## config.mk

```make
export PLATFORM = sky130hd
export DESIGN_NAME = alu_pipe
export DESIGN_NICKNAME = d
export VERILOG_FILES = /design/src/rtl/alu_pipe.sv
export SDC_FILE = /design/constraint.sdc
export NUM_CORES = 1
export LEC_CHECK = 0
export ABC_AREA = 1
export CAP_MARGIN = 20
export CORE_ASPECT_RATIO = 1.75
export CORE_UTILIZATION = 50
export DETAILED_ROUTE_END_ITERATION = 16
export HOLD_SLACK_MARGIN = 0.12
export PLACE_DENSITY = 0.84
export SLEW_MARGIN = 20
export SYNTH_ARGS = -nofsm -noshare
export SYNTH_HDL_FRONTEND = slang
export SYNTH_SLANG_ARGS = --single-unit
```

## constraint.sdc

```tcl
create_clock -name clk -period 6.86 [get_ports clk]
set_input_delay 0.686 -clock clk [delete_from_list [all_inputs] [get_ports clk]]
set_output_delay 0.686 -clock clk [all_outputs]
set_load 0.02 [all_outputs]
```

## src/rtl/alu_pipe.sv

```systemverilog
// alu_pipe: two-stage pipelined integer ALU with issue-time bypass,
// valid/ready backpressure, flush and branch resolution.
// Stage 1 (OC) captures resolved operands; stage 2 registers the result.
// Build option: define ALU_COUNT_EN to implement CLZ/CLO (opcodes 25/26);
// without it those opcodes return 0 and no leading-count logic is built.
module alu_pipe #(
    parameter int DATA_W     = 32,
    parameter int PREG_W     = 6,
    parameter int ROB_W      = 5,
    parameter int NUM_BYPASS = 2
) (
    input  logic                         clk,
    input  logic                         rst,
    input  logic                         flush,
    input  logic                         in_valid,
    output logic                         in_ready,
    input  logic [4:0]                   in_op,
    input  logic [ROB_W-1:0]             in_id,
    input  logic [DATA_W-1:0]            in_pc,
    input  logic [PREG_W-1:0]            in_src0_tag,
    input  logic [PREG_W-1:0]            in_src1_tag,
    input  logic [DATA_W-1:0]            in_src0_data,
    input  logic [DATA_W-1:0]            in_src1_data,
    input  logic                         in_src1_imm,
    input  logic [DATA_W-1:0]            in_imm,
    input  logic [PREG_W-1:0]            in_dst_tag,
    input  logic                         in_dst_we,
    input  logic [NUM_BYPASS-1:0]        byp_valid,
    input  logic [NUM_BYPASS*PREG_W-1:0] byp_tag,
    input  logic [NUM_BYPASS*DATA_W-1:0] byp_data,
    output logic                         out_valid,
    input  logic                         out_ready,
    output logic [ROB_W-1:0]             out_id,
    output logic                         out_wen,
    output logic [PREG_W-1:0]            out_dst_tag,
    output logic [DATA_W-1:0]            out_data,
    output logic                         out_exc_ovf,
    output logic                         out_br_taken,
    output logic [DATA_W-1:0]            out_br_target
);

    localparam int MSB  = DATA_W - 1;
    localparam int SH_W = $clog2(DATA_W);

    typedef enum logic [4:0] {
        OP_ADD  = 5'd0,  OP_ADDU = 5'd1,  OP_SUB  = 5'd2,  OP_SUBU = 5'd3,
        OP_SLT  = 5'd4,  OP_SLTU = 5'd5,  OP_AND  = 5'd6,  OP_OR   = 5'd7,
        OP_XOR  = 5'd8,  OP_NOR  = 5'd9,  OP_LUI  = 5'd10, OP_SLL  = 5'd11,
        OP_SRL  = 5'd12, OP_SRA  = 5'd13, OP_MOV  = 5'd14, OP_BEQ  = 5'd15,
        OP_BNE  = 5'd16, OP_BGEZ = 5'd17, OP_BGTZ = 5'd18, OP_BLEZ = 5'd19,
        OP_BLTZ = 5'd20, OP_J    = 5'd21, OP_JR   = 5'd22, OP_JAL  = 5'd23,
        OP_JALR = 5'd24, OP_CLZ  = 5'd25, OP_CLO  = 5'd26
    } op_e;

`ifdef ALU_COUNT_EN
    localparam int CNT_W = $clog2(DATA_W) + 1;

    // Leading-zero count from the MSB down; all-zero input yields DATA_W.
    function automatic logic [CNT_W-1:0] lead_zeros(input logic [DATA_W-1:0] v);
        logic [CNT_W-1:0] n;
        logic             hit;
        n   = '0;
        hit = 1'b0;
        for (int i = MSB; i >= 0; i--) begin
            if (!hit) begin
                if (v[i]) hit = 1'b1;
                else      n   = n + 1'b1;
            end
        end
        return n;
    endfunction
`endif

    // OC stage flops
    logic              oc_valid_q,   oc_valid_d;
    op_e               oc_op_q,      oc_op_d;
    logic [ROB_W-1:0]  oc_id_q,      oc_id_d;
    logic [DATA_W-1:0] oc_pc_q,      oc_pc_d;
    logic [DATA_W-1:0] oc_src0_q,    oc_src0_d;
    logic [DATA_W-1:0] oc_src1_q,    oc_src1_d;
    logic [DATA_W-1:0] oc_imm_q,     oc_imm_d;
    logic [PREG_W-1:0] oc_dst_tag_q, oc_dst_tag_d;
    logic              oc_dst_we_q,  oc_dst_we_d;

    // Result stage flops
    logic              out_valid_q,     out_valid_d;
    logic [ROB_W-1:0]  out_id_q,        out_id_d;
    logic [PREG_W-1:0] out_dst_tag_q,   out_dst_tag_d;
    logic              out_dst_we_q,    out_dst_we_d;
    logic [DATA_W-1:0] out_data_q,      out_data_d;
    logic              out_ovf_q,       out_ovf_d;
    logic              out_taken_q,     out_taken_d;
    logic [DATA_W-1:0] out_target_q,    out_target_d;

    logic              s2_free;
    logic              oc_load;
    logic [DATA_W-1:0] src0_res, src1_res;
    logic [DATA_W-1:0] alu_res, alu_target, sum, diff;
    logic              alu_ovf, alu_taken;
    logic [SH_W-1:0]   shamt;

    assign s2_free  = !out_valid_q || out_ready;
    assign oc_load  = !oc_valid_q || s2_free;
    assign in_ready = oc_load && !flush;

    // Resolve issue operands: lowest-index matching bypass channel wins, tag 0 never bypasses.
    always_comb begin
        // NOTE: every signal written here gets a default first, so no latch can be inferred.
        src0_res = in_src0_data;
        src1_res = in_src1_data;
        for (int k = NUM_BYPASS - 1; k >= 0; k--) begin
            if (byp_valid[k] && (in_src0_tag != '0) &&
                (byp_tag[k*PREG_W +: PREG_W] == in_src0_tag))
                src0_res = byp_data[k*DATA_W +: DATA_W];
            if (byp_valid[k] && (in_src1_tag != '0) &&
                (byp_tag[k*PREG_W +: PREG_W] == in_src1_tag))
                src1_res = byp_data[k*DATA_W +: DATA_W];
        end
        if (in_src1_imm) src1_res = in_imm;
    end

    // Execute the op held in OC: result, overflow and branch resolution.
    always_comb begin
        alu_res    = '0;
        alu_ovf    = 1'b0;
        alu_taken  = 1'b0;
        alu_target = '0;
        sum        = oc_src0_q + oc_src1_q;
        diff       = oc_src0_q - oc_src1_q;
        shamt      = oc_src1_q[SH_W-1:0];
        case (oc_op_q)
            OP_ADD: begin
                alu_res = sum;
                alu_ovf = (oc_src0_q[MSB] == oc_src1_q[MSB]) && (sum[MSB] != oc_src0_q[MSB]);
            end
            OP_ADDU: alu_res = sum;
            OP_SUB: begin
                alu_res = diff;
                alu_ovf = (oc_src0_q[MSB] != oc_src1_q[MSB]) && (diff[MSB] != oc_src0_q[MSB]);
            end
            OP_SUBU: alu_res = diff;
            OP_SLT:  alu_res = DATA_W'($signed(oc_src0_q) < $signed(oc_src1_q));
            OP_SLTU: alu_res = DATA_W'(oc_src0_q < oc_src1_q);
            OP_AND:  alu_res = oc_src0_q & oc_src1_q;
            OP_OR:   alu_res = oc_src0_q | oc_src1_q;
            OP_XOR:  alu_res = oc_src0_q ^ oc_src1_q;
            OP_NOR:  alu_res = ~(oc_src0_q | oc_src1_q);
            OP_LUI:  alu_res = oc_src1_q;
            OP_SLL:  alu_res = oc_src0_q << shamt;
            OP_SRL:  alu_res = oc_src0_q >> shamt;
            OP_SRA:  alu_res = $unsigned($signed(oc_src0_q) >>> shamt);
            OP_MOV:  alu_res = oc_src0_q;
            OP_BEQ: begin
                alu_taken  = (oc_src0_q == oc_src1_q);
                alu_target = oc_imm_q;
            end
            OP_BNE: begin
                alu_taken  = (oc_src0_q != oc_src1_q);
                alu_target = oc_imm_q;
            end
            OP_BGEZ: begin
                alu_taken  = !oc_src0_q[MSB];
                alu_target = oc_imm_q;
            end
            OP_BGTZ: begin
                alu_taken  = !oc_src0_q[MSB] && (|oc_src0_q);
                alu_target = oc_imm_q;
            end
            OP_BLEZ: begin
                alu_taken  = oc_src0_q[MSB] || !(|oc_src0_q);
                alu_target = oc_imm_q;
            end
            OP_BLTZ: begin
                alu_taken  = oc_src0_q[MSB];
                alu_target = oc_imm_q;
            end
            OP_J: begin
                alu_taken  = 1'b1;
                alu_target = oc_imm_q;
            end
            OP_JR: begin
                alu_taken  = 1'b1;
                alu_target = oc_src0_q;
            end
            OP_JAL: begin
                alu_taken  = 1'b1;
                alu_target = oc_imm_q;
                alu_res    = oc_pc_q + DATA_W'(8);
            end
            OP_JALR: begin
                alu_taken  = 1'b1;
                alu_target = oc_src0_q;
                alu_res    = oc_pc_q + DATA_W'(8);
            end
`ifdef ALU_COUNT_EN
            OP_CLZ: alu_res = DATA_W'(lead_zeros(oc_src0_q));
            OP_CLO: alu_res = DATA_W'(lead_zeros(~oc_src0_q));
`endif
            default: ;
        endcase
    end

    // Pipeline advance: OC loads on accept, S2 loads from OC when free; flush empties both.
    always_comb begin
        oc_valid_d    = oc_valid_q;
        oc_op_d       = oc_op_q;
        oc_id_d       = oc_id_q;
        oc_pc_d       = oc_pc_q;
        oc_src0_d     = oc_src0_q;
        oc_src1_d     = oc_src1_q;
        oc_imm_d      = oc_imm_q;
        oc_dst_tag_d  = oc_dst_tag_q;
        oc_dst_we_d   = oc_dst_we_q;
        out_valid_d   = out_valid_q;
        out_id_d      = out_id_q;
        out_dst_tag_d = out_dst_tag_q;
        out_dst_we_d  = out_dst_we_q;
        out_data_d    = out_data_q;
        out_ovf_d     = out_ovf_q;
        out_taken_d   = out_taken_q;
        out_target_d  = out_target_q;

        if (flush) begin
            oc_valid_d = 1'b0;
        end else if (oc_load) begin
            oc_valid_d = in_valid;
            if (in_valid) begin
                oc_op_d      = op_e'(in_op);
                oc_id_d      = in_id;
                oc_pc_d      = in_pc;
                oc_src0_d    = src0_res;
                oc_src1_d    = src1_res;
                oc_imm_d     = in_imm;
                oc_dst_tag_d = in_dst_tag;
                oc_dst_we_d  = in_dst_we;
            end
        end

        if (flush) begin
            out_valid_d = 1'b0;
        end else if (s2_free) begin
            out_valid_d = oc_valid_q;
            if (oc_valid_q) begin
                out_id_d      = oc_id_q;
                out_dst_tag_d = oc_dst_tag_q;
                out_dst_we_d  = oc_dst_we_q;
                out_data_d    = alu_res;
                out_ovf_d     = alu_ovf;
                out_taken_d   = alu_taken;
                out_target_d  = alu_target;
            end
        end
    end

    // State registers with synchronous reset; reset discards any in-flight op.
    always_ff @(posedge clk) begin
        // NOTE: non-blocking assignments so every flop samples its pre-edge next value.
        if (rst) begin
            oc_valid_q    <= 1'b0;
            oc_op_q       <= OP_ADD;
            oc_id_q       <= '0;
            oc_pc_q       <= '0;
            oc_src0_q     <= '0;
            oc_src1_q     <= '0;
            oc_imm_q      <= '0;
            oc_dst_tag_q  <= '0;
            oc_dst_we_q   <= 1'b0;
            out_valid_q   <= 1'b0;
            out_id_q      <= '0;
            out_dst_tag_q <= '0;
            out_dst_we_q  <= 1'b0;
            out_data_q    <= '0;
            out_ovf_q     <= 1'b0;
            out_taken_q   <= 1'b0;
            out_target_q  <= '0;
        end else begin
            oc_valid_q    <= oc_valid_d;
            oc_op_q       <= oc_op_d;
            oc_id_q       <= oc_id_d;
            oc_pc_q       <= oc_pc_d;
            oc_src0_q     <= oc_src0_d;
            oc_src1_q     <= oc_src1_d;
            oc_imm_q      <= oc_imm_d;
            oc_dst_tag_q  <= oc_dst_tag_d;
            oc_dst_we_q   <= oc_dst_we_d;
            out_valid_q   <= out_valid_d;
            out_id_q      <= out_id_d;
            out_dst_tag_q <= out_dst_tag_d;
            out_dst_we_q  <= out_dst_we_d;
            out_data_q    <= out_data_d;
            out_ovf_q     <= out_ovf_d;
            out_taken_q   <= out_taken_d;
            out_target_q  <= out_target_d;
        end
    end

    assign out_valid     = out_valid_q;
    assign out_id        = out_id_q;
    assign out_dst_tag   = out_dst_tag_q;
    assign out_wen       = out_valid_q && out_dst_we_q && !out_ovf_q;
    assign out_data      = out_data_q;
    assign out_exc_ovf   = out_ovf_q;
    assign out_br_taken  = out_taken_q;
    assign out_br_target = out_target_q;

endmodule

```

==> impl_metrics.ini, run 1 <==
[status]
status = did not finish
stop_stage = 5_1_grt
stop_error = [ERROR GRT-0116] Global routing finished with congestion. Check the congestion regions in the DRC Viewer.

[yosys]
synth.top_cell.area_share = 0.212
synthSimpleGateAreaFrac = 0.406
synth_xor_area_frac = 0.00617
yosys.cell_types.count = 45
synth_compound_area_frac = 0.213
async_reset_ff_frac = 0
synth_area_per_cell_um2 = 5.69
synth_area_leaders = dfxtp_1 21%, nand2_1 17%, nand3_1 11%
yosysTopAreaCell = dfxtp_1
syn_nets = 4086
synth_edf_count = 0
synth_common_cells = 954 x nand2_1, 470 x nand3_1, 420 x nor2_1
ys_seq_area_frac = 0.212
synth_area_mm2 = 0.0213
synth.most_common_cell = nand2_1
yosys_warnings = 0
synth_top_flop_cell = dfxtp_1
synth_mux_area_frac = 0
synthesis.instances = 3740
synthAdderAreaFrac = 0.0624
synth_top_family_by_area = simple AND/OR/NAND/NOR gates
synth_seq_cells = 225

[clock_tree]
clockRootBuffer = clkbuf_16
cts_resized = 0
cts_max_path_buffers = 3
ctsHoldBuffers = 0
cts_made_buffers = 23
htreeDepth = 1
post-cts-setup-buffer-count = 0
clock-sinks = 225

[die]
fp.dieW_um = 158
initial_core_util = 0.508
die_h_um = 275
io_pins = 321
num_rows = 99

[place]
io_buffers = 320
routabilityCongestion = 1.28
dp_hpwl_um = 96900
placed_area_mm2 = 0.0247

[global_route]
grt_max_degree = 104
grt_pass1_wl_um = 229000
first_global_vias = 31600
grt_usage = 0.711
gr-total-overflow = 228
cell families after synthesis:
family / after synthesis
AO/OA/AOI/OAI: 819
XOR/XNOR: 15
adder cells (fa/ha/maj): 105
buffers and inverters: 551
flip-flops: 225
AND/OR/NAND/NOR: 2025
routing by layer:
layer | global-route usage | GRT overflow
met1 | 0.699 | 0
met2 | 0.905 | 113
met3 | 0.537 | 1
met4 | 0.717 | 114
met5 | 0.175 | 0
stage by stage:
stage	setup slack [ns]	std cells	util	hold slack, ns
floorplan	4.00	3740	-	0.439
global placement	2.89	4454	0.590	0.446
detailed placement	2.82	4454	0.591	0.452
CTS	3.02	4495	0.609	0.458
==> run 2: changes to the inputs <==
Settings changed: CORE_ASPECT_RATIO 1.75 to not set, CORE_UTILIZATION 50 to 35, HOLD_SLACK_MARGIN 0.12 to not set, PLACE_DENSITY 0.84 to not set, PLACE_DENSITY_LB_ADDON set to 0.15.
==> impl_metrics.ini, run 2 <==
[final_layout]
final_cell_mix = 952 x nand2_1, 467 x nand3_1, 420 x nor2_1, 347 x a21oi_1, 333 x inv_1
regArea_mm2 = 0.00451
nFillCells = 6727
fin_cells = 4747
num-nets-final = 4285
multi_input_area_mm2 = 0.0147
layout-drive-gt1-share = 0.0356
layout_commonest_cell = nand2_1
syn_to_final_growth_pct = 21.9

[yosys]
synth.most_common_cell = nand2_1
synth_area_leaders = dfxtp_1 21%, nand2_1 17%, nand3_1 11%
yosys.cell_types.count = 45
synth_common_cells = 954 x nand2_1, 470 x nand3_1, 420 x nor2_1
synth_top_flop_cell = dfxtp_1
synth_seq_cells = 225
async_reset_ff_frac = 0
synth.top_cell.area_share = 0.212
synth_area_per_cell_um2 = 5.69
synth_area_mm2 = 0.0213
yosysTopAreaCell = dfxtp_1
synth_edf_count = 0
syn_nets = 4086
yosys_warnings = 0
ys_seq_area_frac = 0.212
synthesis.instances = 3740

[clock_tree]
post-cts-setup-buffer-count = 0
ctsHoldBuffers = 0
cts_tree = built
cts_made_buffers = 27
clock_latency_ns = 0.60
cts_resized = 0
htreeDepth = 1
clockRootBuffer = clkbuf_16
path_clk_slew_ns = 0.07
clock-sinks = 225
cts_max_path_buffers = 3

[die]
io_pins = 321
num_rows = 90
fp.dieW_um = 249
die_area_mm2 = 0.0618
initial_core_util = 0.353
die_h_um = 249
core_area_mm2 = 0.0602

[global_route]
first_global_vias = 26000
grt_usage = 0.369
grt_pass1_wl_um = 173000
antenna_found_initial = 13
gr-total-overflow = 0
grt_max_degree = 104

[setup_path]
worst_ep_arrival_time_ns = 4.24
cp_slowest_cell = buf_4
cp.required_ns = 7.32
critPathMaxStageDelay_ns = 0.59
crit_chain = buf_4 -> inv_2 -> buf_4 -> ha_1 -> nor2_1 -> nand3_1 -> nand3_1 -> o21ai_0 -> nand2_1 -> nor2_1 -> nand4_1 -> nand2_1 -> a21oi_1
critPathKind = flop to flop
cp-end-kind = flop
cp_num_buf_inv = 3
cp_top_family = simple AND/OR/NAND/NOR gates
cp_max_fo = 69
start_kind = flop

[status]
status = complete, no violations

[detailed_routing]
drt_iter0_drc = 4101
drtAntennaViolNets = 0
routedWlPerCell_um = 24.9
via_count = 28100
routed_wirelength_um = 118000
drc = 0
viasPerCell = 5.91
dr.pass1.iters = 6

[timing]
maxSlewHeadroom = 0.325
timing.final.max_slew_violations = 0
setup_viol = 0
fmax_mhz = 265
hold_violations = 0
fin_crit_sh = 0.550
finClkSkew_ns = 0.0218
worst_pin_slew_ns = 1.01
setup_slack_ns = 3.09
grt_setup_unrepaired = no
min_period_ns = 3.77
tns_ns = 0

[hold_path]
min_path_type = flop to flop

[power_and_ir_drop]
p_per_area_mw_per_mm2 = 173
ir_drop_uv = 184
power.total_uw = 4480
p_leak_uw = 0.0114

[place]
dp_hpwl_um = 90000
dp_slack_ns = 3.05
routabilityCongestion = 1.06
io_buffers = 320
dp.cells = 4691

[run]
drv_cap = 0
[run 2: cell counts after synthesis]
Identical to the previous run, type by type.
[run 2: cell families (layout without fill, tap and decap cells)]
logic type	after synthesis	in the layout	synth area share
fa+ha+maj	105	105	0.0624
xor+xnor	15	15	0.00617
flops	225	225	0.212
buf+inv	551	769	0.101
simple gates	2025	2025	0.406
other cells	0	7	0
compound gates	819	819	0.213
[run 2: power breakdown]
part	internal, uW	leakage, uW	switching (uW)	total [uW]
Combinational	510	0.00915	1100	1610
Clock	771	0.000406	616	1390
Sequential	1380	0.00185	104	1480
Total	2660	0.0114	1820	4480
[run 2: metrics by stage]
step	utilization	hold slack (ns)	instance area (um2)
2_1_floorplan	-	0.439	21300
3_3_place_gp	0.417	0.452	25100
5_1_grt	0.431	0.481	25900
3_5_place_dp	0.417	0.452	25100
6_report	0.431	0.462	25900
4_1_cts	0.430	0.462	25900
[run 2: worst reg2reg max path: cells and delay by family (launching register included)]
family	cells	cell delay, ns
buffers and inverters	3	1.00
adder cells (fa/ha/maj)	1	0.63
AO/OA/AOI/OAI	2	0.43
AND/OR/NAND/NOR	7	1.29
flip-flops	1	0.31
[run 2: area by class of cell]
class,count,area share
diodes,7,0.000675
clock buffers,40,0.0295
clock inverters,8,0.00236
inverters,345,0.0501
multi-input cells,2964,0.566
flip-flops and latches,225,0.174
well taps,782,0.0377
repair buffers,376,0.140
[run 2: worst paths after layout]
path / from / endpoint / slack (ns) / depth (start not counted)
setup / recovery: oc_src1_q[2] / out_data[6] / 3.09 / 13
hold / removal: oc_imm_q[1] / out_br_target[1] / 0.46 / 2
setup reg to reg: oc_src1_q[2] / out_data[6] / 3.09 / 13
hold reg to reg: oc_imm_q[1] / out_br_target[1] / 0.46 / 2
[run 2: per-layer routing]
metal | GRT usage | vias up | wire length [um]
li1 | - | 12900 | -
met1 | 0.497 | 13000 | 48200
met2 | 0.534 | 1809 | 48100
met3 | 0.0954 | 295 | 14600
met4 | 0.203 | 10 | 7210
met5 | 0 | - | 66
No activity file was read; power rests on OpenSTA's default activity.
